===== src/rtl/alu_wake_ctrl.sv =====
`default_nettype none
// ============================================================================
// Module   : alu_wake_ctrl
// Purpose  : Power/clock-enable controller for the adaptive ALU. Wakes the
//            ALU on demand (execute arithmetic op) or predictively from the
//            hint FIFO, and returns it to sleep after a programmable idle
//            timeout.
// Options  : `define PRED_WAKE_EN enables hint-driven wake, counts fifo_valid
//            as activity and adds the pred_wake_count output.
// Revision : 1.0 - initial release
// ============================================================================
module alu_wake_ctrl #(
  parameter int DEPTH        = 4,
  parameter int WAKE_CYCLES  = 3,
  parameter int IDLE_TIMEOUT = 8,
  parameter int HINT_THRESH  = 1
) (
  input  logic             clk,
  input  logic             rst,
  input  logic [DEPTH-1:0] fifo_bits,
  input  logic             fifo_valid,
  input  logic             ex_arith_req,
  output logic             alu_en,
  output logic             alu_ready,
  output logic             stall_req,
  output logic [1:0]       state_o,
  output logic [15:0]      wake_count
`ifdef PRED_WAKE_EN
  ,
  output logic [15:0]      pred_wake_count
`endif
);

  typedef enum logic [1:0] {
    ST_SLEEP  = 2'd0,
    ST_WAKE   = 2'd1,
    ST_ACTIVE = 2'd2,
    ST_DRAIN  = 2'd3
  } state_t;

  // Counter reload values; WAKE counts down to zero so it lasts WAKE_CYCLES.
  localparam logic [3:0]  c_WAKE_LOAD = 4'(WAKE_CYCLES - 1);
  localparam logic [7:0]  c_IDLE_LOAD = 8'(IDLE_TIMEOUT);
  localparam logic [15:0] c_SAT       = 16'hFFFF;

  state_t      r_state;
  logic [3:0]  r_wake_cnt;
  logic [7:0]  r_idle_cnt;
  logic [15:0] r_wake_count;
  logic        r_alu_en;
  logic        r_alu_ready;

  logic        w_wake_trig;
  logic        w_activity;

`ifdef PRED_WAKE_EN
  logic [31:0] w_popcnt;
  logic        w_hint_hit;
  logic [15:0] r_pred_wake_count;

  // Population count of the hint vector.
  always_comb begin
    w_popcnt = '0;
    for (int i = 0; i < DEPTH; i++) begin
      w_popcnt = w_popcnt + {31'd0, fifo_bits[i]};
    end
  end

  assign w_hint_hit  = fifo_valid & (w_popcnt >= 32'(HINT_THRESH));
  assign w_wake_trig = ex_arith_req | w_hint_hit;
  assign w_activity  = ex_arith_req | fifo_valid;
  assign pred_wake_count = r_pred_wake_count;
`else
  // Hint inputs are intentionally ignored in this build.
  logic w_unused_hint;
  assign w_unused_hint = ^{fifo_bits, fifo_valid};
  assign w_wake_trig   = ex_arith_req;
  assign w_activity    = ex_arith_req;
`endif

  // Sleep/wake state machine with counters and registered Moore outputs.
  always_ff @(posedge clk or posedge rst) begin
    if (rst) begin
      r_state      <= ST_SLEEP;
      r_wake_cnt   <= '0;
      r_idle_cnt   <= '0;
      r_wake_count <= '0;
      r_alu_en     <= 1'b0;
      r_alu_ready  <= 1'b0;
`ifdef PRED_WAKE_EN
      r_pred_wake_count <= '0;
`endif
    end else begin
      case (r_state)
        ST_SLEEP: begin
          if (w_wake_trig) begin
            r_state    <= ST_WAKE;
            r_alu_en   <= 1'b1;
            r_wake_cnt <= c_WAKE_LOAD;
            if (r_wake_count != c_SAT) begin
              r_wake_count <= r_wake_count + 16'd1;
            end
`ifdef PRED_WAKE_EN
            // Credit the wake to the predictor only when execute did not ask.
            if (!ex_arith_req && (r_pred_wake_count != c_SAT)) begin
              r_pred_wake_count <= r_pred_wake_count + 16'd1;
            end
`endif
          end
        end
        ST_WAKE: begin
          if (r_wake_cnt == 4'd0) begin
            r_state     <= ST_ACTIVE;
            r_alu_ready <= 1'b1;
            r_idle_cnt  <= c_IDLE_LOAD;
          end else begin
            r_wake_cnt <= r_wake_cnt - 4'd1;
          end
        end
        ST_ACTIVE: begin
          if (w_activity) begin
            r_idle_cnt <= c_IDLE_LOAD;
          end else if (r_idle_cnt <= 8'd1) begin
            // Last inactive cycle of the timeout; the <= guards underflow.
            r_state <= ST_DRAIN;
          end else begin
            r_idle_cnt <= r_idle_cnt - 8'd1;
          end
        end
        default: begin
          // DRAIN: ALU still powered, one chance to be rescued by activity.
          if (w_activity) begin
            r_state    <= ST_ACTIVE;
            r_idle_cnt <= c_IDLE_LOAD;
          end else begin
            r_state     <= ST_SLEEP;
            r_alu_en    <= 1'b0;
            r_alu_ready <= 1'b0;
          end
        end
      endcase
    end
  end

  assign alu_en     = r_alu_en;
  assign alu_ready  = r_alu_ready;
  assign state_o    = r_state;
  assign wake_count = r_wake_count;
  assign stall_req  = ex_arith_req & ~r_alu_ready;

endmodule
`default_nettype wire


===== config.mk =====
export PLATFORM = sky130hd
export DESIGN_NAME = alu_wake_ctrl
export DESIGN_NICKNAME = d
export VERILOG_FILES = /design/src/rtl/alu_wake_ctrl.sv
export SDC_FILE = /design/constraint.sdc
export NUM_CORES = 1
export LEC_CHECK = 0
export CORE_MARGIN = 2
export CORE_UTILIZATION = 25
export CTS_CLUSTER_DIAMETER = 30
export DETAILED_ROUTE_END_ITERATION = 12
export PLACE_DENSITY_LB_ADDON = 0.25
export RECOVER_POWER = 25
export SLEW_MARGIN = 40
export SYNTH_ARGS = -nofsm -noshare
export SYNTH_HDL_FRONTEND = slang
export SYNTH_SLANG_ARGS = --single-unit

===== constraint.sdc =====
create_clock -name clk -period 3.1 [get_ports clk]
set_input_delay 0.93 -clock clk [delete_from_list [all_inputs] [get_ports clk]]
set_output_delay 0.93 -clock clk [all_outputs]
set_load 0.1 [all_outputs]

==> results.json <==
{
  "synth_commonest_cells": "32 x dfrtp_1, 15 x nor2_1, 11 x nand3_1",
  "routed-via-count": 1454,
  "ys_types": 42,
  "tritoncts": "yes",
  "start_kind": "input port",
  "postRouteAntennaNets": 0,
  "holdCritPathClass": "flop to flop",
  "finalSetupViolCount": 0,
  "wire_per_inst_um": 12.8,
  "r2r-start": "r_wake_cnt[0]",
  "antenna_found_initial": 0,
  "syn_avg_cell_area_um2": 10.0,
  "ios": 29,
  "worst_pin_slew_ns": 0.836,
  "synth_edf_count": 0,
  "numCtsBuffers": 5,
  "critical_path.max_fanout": 4,
  "drive_gt1_share_pct": 18.9,
  "fmax_ghz": 0.362,
  "wirelength_um": 3990,
  "hpwlAfterDp_um": 2800,
  "die_w_um": 89.7,
  "finalCritPeriodShare_pct": 89.1,
  "yosys.area.top_type_share_pct": 43.6,
  "mappedNetlistArea_mm2": 0.00184,
  "internal_power_mw": 1.18,
  "num_rows": 31,
  "diodes": 0,
  "grt-ovfl-total": 0,
  "synth_top_cell_by_area": "dfrtp_1",
  "final_core_util_pct": 31.7,
  "power.density_mw_per_mm2": 1020,
  "reg2reg_depth": 6,
  "async_flop_share_pct": 100,
  "arrival_ns": 1.83,
  "start_util_pct": 25.6,
  "netlist_instances": 183,
  "path_clk_slew_ns": 0.07,
  "yosys-top-cells-area": "dfrtp_1 44%, ha_1 6.1%, xor2_1 4.8%, nor2_1 3.1%, nand3_1 3.0%",
  "synth-seq-cells": 32,
  "cts_root_buffer": "clkbuf_8",
  "post_cts_buffers": 0,
  "crit_type": "input port to output pin",
  "holdBufCountCts": 0,
  "dr.pass1.iters": 4,
  "grt_pass1_wl_um": 7000,
  "synth_nets": 200,
  "endpoint": "stall_req",
  "tns_ns": 0,
  "grt_usage_pct": 10.6,
  "synth_seq_area_share_pct": 43.6,
  "cp.required_ns": 2.17,
  "synth_most_common_cell": "dfrtp_1",
  "rsz0062_at_grt": "no",
  "cp-end-kind": "output pin",
  "pwr-share-seq_pct": 27.9,
  "rr_endpoint": "r_idle_cnt[5]",
  "fin_crit_ns": 2.76,
  "p_clk_share_pct": 19.2,
  "port_buffers": 23,
  "cts.path.max_buffers": 2,
  "dominantRegCellSynth": "dfrtp_1",
  "p_sw_share_pct": 48.9,
  "setup.worst_path.start": "ex_arith_req",
  "ir_drop_uv": 352,
  "drv_cap": 0,
  "dieArea_mm2": 0.00805,
  "p_switching_mw": 1.13,
  "p_leak_nw": 1.03,
  "cts_resized": 0,
  "rrSetupSlack_ns": 0.69,
  "coreArea_mm2": 0.00718,
  "status": "finished clean",
  "syn_to_final_growth_pct": 23.9,
  "nets": 228,
  "skew_ns": 0.00632,
  "via_per_inst": 4.68,
  "drt_iter0_markers": 64,
  "report.final.slew_viol_count": 0,
  "grt_max_degree": 33,
  "slew_headroom_pct": 44.3,
  "power_frac_comb_pct": 53.0,
  "fp.dieH_um": 89.7,
  "cts_sinks": 32,
  "drc": 0,
  "fill_cells": 741,
  "cts_max_level": 2,
  "grt_pass1_vias": 1393,
  "yosysWarningCount": 0,
  "timing.final.hold_violations": 0,
  "gp_congestion": 0.751,
  "clock_latency_ns": 0.28
}
[critical path, stage by stage]
cell,delay [ns]
clkdlybuf4s50_1,0.51
nor2b_2,0.20
buf_12,0.19
[flip-flops by register name (all words and copies together), names as in the netlist]
register,count
r_wake_cnt,4
state_o,2
alu_en,1
r_idle_cnt,8
alu_ready,1
wake_count,16
[through the flow]
step	power (mW)	hold WS, ns	cell area (um^2)	setup WS [ns]	std cells
5_1_grt	2.48	0.528	2280	0.290	311
4_1_cts	2.34	0.507	2280	0.326	311
3_3_place_gp	1.88	0.494	2150	0.336	303
2_1_floorplan	1.62	0.497	1840	0.105	183
6_report	2.31	0.503	2280	0.338	311
3_5_place_dp	1.89	0.497	2150	0.327	303
[layout by cell type (no fill, tap or decap), drive strengths merged, types with 7 or more instances in the layout]
| cell | Yosys | layout |
|---|---|---|
| nor2 | 15 | 15 |
| nand3 | 11 | 11 |
| dfrtp | 32 | 32 |
| clkbuf | 3 | 8 |
| or4 | 7 | 7 |
| ha | 9 | 9 |
| inv | 10 | 10 |
| buf | 3 | 24 |
| nand2 | 8 | 8 |
| xor2 | 10 | 10 |
[worst min-delay path by stage]
| stage | startpoint | to | slack, ns | cells past startpoint |
|---|---|---|---|---|
| after CTS | wake_count[10] | wake_count[10] | 0.51 | 1 |
| after global placement | wake_count[10] | wake_count[10] | 0.49 | 1 |
| after floorplan | r_wake_cnt[0] | r_wake_cnt[0] | 0.50 | 1 |
| after detailed placement | wake_count[10] | wake_count[10] | 0.50 | 1 |
| final | wake_count[10] | wake_count[10] | 0.50 | 1 |
| after global routing | wake_count[10] | wake_count[10] | 0.53 | 1 |
[area by class of cell]
cell class	instances	area, um^2	share of cell area [%]
Timing Repair Buffer	27	218	9.56
Sequential cell	32	801	35.2
Clock buffer	7	96.3	4.23
Inverter	10	37.5	1.65
Clock inverter	1	30.0	1.32
Multi-Input combinational cell	135	971	42.6
Tap cell	99	124	5.44
[cells by family after synthesis]
| kind of cell | count (synthesis) | share of synthesized area (%) |
|---|---|---|
| buf+inv | 16 | 3.74 |
| xor+xnor | 16 | 7.62 |
| mux | 7 | 4.02 |
| fa+ha+maj | 9 | 6.13 |
| simple gates | 76 | 24.7 |
| compound gates | 27 | 10.2 |
| flops | 32 | 43.6 |
[routing by layer]
layer  up-vias  wire length, um  track usage (%)
li1        725                -                -
met1       713             1970             13.9
met2        10             1870             16.5
met3         6               81             2.51
met4         0               68             4.87
met5         -                0                0
[power by group through the flow]
| stage | Clock [mW] | Sequential (mW) | Combinational, mW |
|---|---|---|---|
| 2_1_floorplan | 0 | 1.03 | 0.596 |
| 3_3_place_gp | 0 | 0.655 | 1.22 |
| 3_5_place_dp | 0 | 0.655 | 1.23 |
| 4_1_cts | 0.456 | 0.647 | 1.24 |
| 5_1_grt | 0.481 | 0.666 | 1.33 |
| 6_report | 0.444 | 0.645 | 1.23 |
Note: power is estimated with default switching activity, not from simulation.
==> patch 1, RTL diff (same flow settings) <==
Add a define of `PRED_WAKE_EN`.
--- a/src/rtl/alu_wake_ctrl.sv
+++ b/src/rtl/alu_wake_ctrl.sv
@@ -10,4 +10,6 @@
 // Revision : 1.0 - initial release
 // ============================================================================
+`define PRED_WAKE_EN
+
 module alu_wake_ctrl #(
   parameter int DEPTH        = 4,
Formal check against the unedited RTL (old outputs only; new: pred_wake_count): not equivalent (a bounded check fails within 4 cycles, from zero or initial values and one cycle with rst high).
==> patch 1 against the original RTL <==
- synthesized cell count is 41% higher
- setup slack worse by 0.27 ns
- wire length is 41% higher
- largest power group unchanged
- critical endpoint is now wake_count[8]
- worst hold slack worse by 0.0080 ns
- cell area is 49% higher
- power is 25% higher
- core utilization is 1.6 points higher
- clock power is 17% lower
- synthesized area is 41% higher
- sequential cell count is 16 higher
- critical path depth is 9 higher
==> patch 1: results (changes against the original RTL) <==
<table>
<tr><th>Metric</th><th>Value</th></tr>
<tr><th colspan="2">Detailed routing</th></tr>
<tr><td>Routed length on met1</td><td>2.76 mm (was 1.97 mm)</td></tr>
<tr><td>Average routed wire per standard cell</td><td>12.2 um (was 12.8 um)</td></tr>
<tr><td>Routed length on met3</td><td>151 um (was 81 um)</td></tr>
<tr><td>Vias per cell</td><td>4.53 (was 4.68)</td></tr>
<tr><th colspan="2">Worst setup path</th></tr>
<tr><td>Minimum setup slack among reg-to-reg paths</td><td>0.91 ns (was 0.69 ns)</td></tr>
<tr><td>Worst Setup EP</td><td>wake_count[8] (was stall_req)</td></tr>
<tr><td>Biggest cell delay along the critical path</td><td>0.45 ns (was 0.51 ns)</td></tr>
<tr><td>Signal arrival time at the worst endpoint</td><td>3.23 ns (was 1.83 ns)</td></tr>
<tr><th colspan="2">Outcome</th></tr>
<tr><td>Status</td><td>complete, no violations (unchanged)</td></tr>
<tr><th colspan="2">Placement</th></tr>
<tr><td>Number of placed instances with taps included</td><td>452 (was 303)</td></tr>
<tr><th colspan="2">Finish</th></tr>
<tr><td>Non-clock buffer share</td><td>0.133 (was 0.0956)</td></tr>
<tr><td>Post-Layout Cell Count</td><td>459 (was 311)</td></tr>
<tr><td>Multi-input gates</td><td>194 (was 135)</td></tr>
<tr><td>Clock tree cell share of total cell area</td><td>0.0239 (was 0.0555)</td></tr>
<tr><td>Layout net count</td><td>345 (was 228)</td></tr>
<tr><th colspan="2">Global routing</th></tr>
<tr><td>Met1 Track Usage GR</td><td>0.144 (was 0.139)</td></tr>
<tr><td>Wire length of the first global-routing pass</td><td>9.98 mm (was 7.00 mm)</td></tr>
<tr><td>Global-route track usage on met2</td><td>0.183 (was 0.165)</td></tr>
<tr><td>Grt met3 use</td><td>0.0216 (was 0.0251)</td></tr>
<tr><th colspan="2">Yosys</th></tr>
<tr><td>Synthesized netlist cell count</td><td>258 (was 183)</td></tr>
</table>
## patch 1: logic make-up (layout without fill, tap and decap cells)
logic type / Yosys count / count (layout) / share of synthesized area
mux: 5 / 5 / 0.0222
compound gates: 25 / 25 / 0.0685
buf+inv: 16 / 81 / 0.0232
fa+ha+maj: 14 / 14 / 0.0705
xor+xnor: 35 / 35 / 0.118
simple gates: 115 / 115 / 0.234
flops: 48 / 48 / 0.463
## patch 1: where the power goes
group	internal (mW)	switching [mW]	total, mW
sequential	0.769	0.173	0.942
clock	0.153	0.217	0.370
combinational	0.525	1.06	1.59
total	1.45	1.45	2.90
## patch 1: timing repair
action | CTS | global route
pin swaps | 5 | 3
hold buffers | 0 | 0
endpoints found under the setup margin | 39 | 15
gates cloned | 0 | 0
gates resized for setup | 9 | 7
==> patch 2, RTL diff (same settings) <==
Without the edit above. Put one more register stage on the output `wake_count`, cleared by the reset. The value now appears one clock later. The other outputs are not delayed to match.
--- a/src/rtl/alu_wake_ctrl.sv
+++ b/src/rtl/alu_wake_ctrl.sv
@@ -146,5 +146,11 @@
   assign alu_ready  = r_alu_ready;
   assign state_o    = r_state;
-  assign wake_count = r_wake_count;
+  always_ff @(posedge clk or posedge rst) begin
+    if (rst) begin
+      wake_count <= '0;
+    end else begin
+      wake_count <= r_wake_count;
+    end
+  end
   assign stall_req  = ex_arith_req & ~r_alu_ready;
 
Check against the original RTL: not equivalent (a bounded check fails within 4 cycles, from zero or initial values and one cycle with rst high).
==> patch 2 against the original RTL <==
- sequential cell count up 16
- critical path depth unchanged
- wire length grew 2.3%
- synthesized area increased by 19%
- setup slack lost 0.017 ns
- sequential share of layout area up 11 points
- cell area grew 15%
- power up 13%
==> patch 2: results (changes against the original RTL) <==
<table>
<tr><th>Metric</th><th>Value</th></tr>
<tr><th colspan="2">Outcome</th></tr>
<tr><td>Status</td><td>complete, no violations (unchanged)</td></tr>
<tr><th colspan="2">Timing</th></tr>
<tr><td>Transition time at the pin with the least slew margin</td><td>0.645 ns (was 0.836 ns)</td></tr>
<tr><th colspan="2">Global routing</th></tr>
<tr><td>Grt met3 use</td><td>0.0245 (was 0.0251)</td></tr>
<tr><td>Wire length of the first global-routing pass</td><td>7.17 mm (was 7.00 mm)</td></tr>
<tr><td>Pin count of the biggest net entering global routing</td><td>18 (was 33)</td></tr>
<tr><th colspan="2">Yosys</th></tr>
<tr><td>Post-synthesis net count</td><td>219 (was 200)</td></tr>
<tr><td>Post-Syn Area per Cell</td><td>10.8 um^2 (was 10.0 um^2)</td></tr>
<tr><td>Fraction of synthesized cell area taken by the top area cell type</td><td>0.549 (was 0.436)</td></tr>
<tr><td>Part of the Yosys area used for sequential elements</td><td>0.549 (was 0.436)</td></tr>
<tr><td>Post-synth cell types</td><td>40 (was 42)</td></tr>
<tr><th colspan="2">Detailed routing</th></tr>
<tr><td>Vias per cell</td><td>4.47 (was 4.68)</td></tr>
<tr><td>Number of iterations in the first detailed-routing pass</td><td>6 (was 4)</td></tr>
<tr><td>Iteration-0 DRC Markers</td><td>29 (was 64)</td></tr>
<tr><td>Via Count</td><td>1,519 (was 1,454)</td></tr>
<tr><td>Routed length on met3</td><td>172 um (was 81 um)</td></tr>
<tr><td>Average routed wire per standard cell</td><td>12.0 um (was 12.8 um)</td></tr>
<tr><th colspan="2">Power and ir drop</th></tr>
<tr><td>Leak pwr</td><td>1.23 nW (was 1.03 nW)</td></tr>
<tr><th colspan="2">Clocking</th></tr>
<tr><td>Clock-pin slew on the worst setup and hold paths</td><td>0.09 ns (was 0.07 ns)</td></tr>
<tr><td>Clock latency reported for the late side of the worst-skew pair</td><td>0.30 ns (was 0.28 ns)</td></tr>
<tr><th colspan="2">Finish</th></tr>
<tr><td>Number of fill cells in the layout</td><td>908 (was 741)</td></tr>
<tr><td>Share of cells above drive strength 1</td><td>0.172 (was 0.189)</td></tr>
<tr><td>Layout net count</td><td>248 (was 228)</td></tr>
<tr><th colspan="2">Worst setup path</th></tr>
<tr><td>Max Fanout on Critical Path</td><td>2 (was 4)</td></tr>
<tr><td>Signal arrival time at the worst endpoint</td><td>1.85 ns (was 1.83 ns)</td></tr>
<tr><th colspan="2">Placement</th></tr>
<tr><td>Number of placed instances with taps included</td><td>332 (was 303)</td></tr>
<tr><td>Setup slack after placement</td><td>0.304 ns (was 0.327 ns)</td></tr>
<tr><td>Post-placement cell area</td><td>2520 um^2 (was 2150 um^2)</td></tr>
</table>
==> patch 2: logic make-up after synthesis <==
kind of cell / after synthesis / synth area share
buffers and inverters: 15 / 0.0257
adder cells (fa/ha/maj): 9 / 0.0515
multiplexers: 5 / 0.0263
XOR/XNOR: 19 / 0.0760
flip-flops: 48 / 0.549
AO/OA/AOI/OAI: 27 / 0.0892
AND/OR/NAND/NOR: 79 / 0.182
==> patch 2: final timing paths <==
path                            slack (ns)               end  cells past startpoint        startpoint
worst max-delay path                  0.32         stall_req                      3      ex_arith_req
worst min-delay path                  0.43    wake_count[13]                      0  r_wake_count[13]
worst max register to register        1.09  r_wake_count[11]                      7        state_o[1]
worst min register to register        0.43    wake_count[13]                      0  r_wake_count[13]
max in group asynchronous             1.26            alu_en                      3               rst
min in group asynchronous             1.15    wake_count[10]                      2               rst
==> patch 2: critical path, delay by kind of cell <==
family | cells | cell delay [ns]
buffers and inverters | 2 | 0.71
and+or+nand+nor | 1 | 0.21
==> patch 2: stage by stage <==
stage / hold WS (ns) / utilization
global placement: 0.402 / 0.294
floorplan: 0.385 / -
finish: 0.425 / 0.305
CTS: 0.426 / 0.305
global route: 0.444 / 0.305
detailed placement: 0.404 / 0.294
==> patch 2: cell type report <==
cell class / instances / area, um^2 / share of cell area
clock buffer: 6 / 82.6 / 0.0315
timing repair buffer: 26 / 213 / 0.0812
multi-input combinational: 139 / 933 / 0.356
sequential: 48 / 1200 / 0.458
clock inverter: 2 / 13.8 / 0.00525
tap: 108 / 135 / 0.0516
inverter: 11 / 41.3 / 0.0158
==> patch 2: report_power, final <==
part / leakage, nW / switching [mW] / internal (mW)
sequential: 0.624 / 0.150 / 0.777
clock: 0.0516 / 0.207 / 0.183
combinational: 0.556 / 0.895 / 0.398
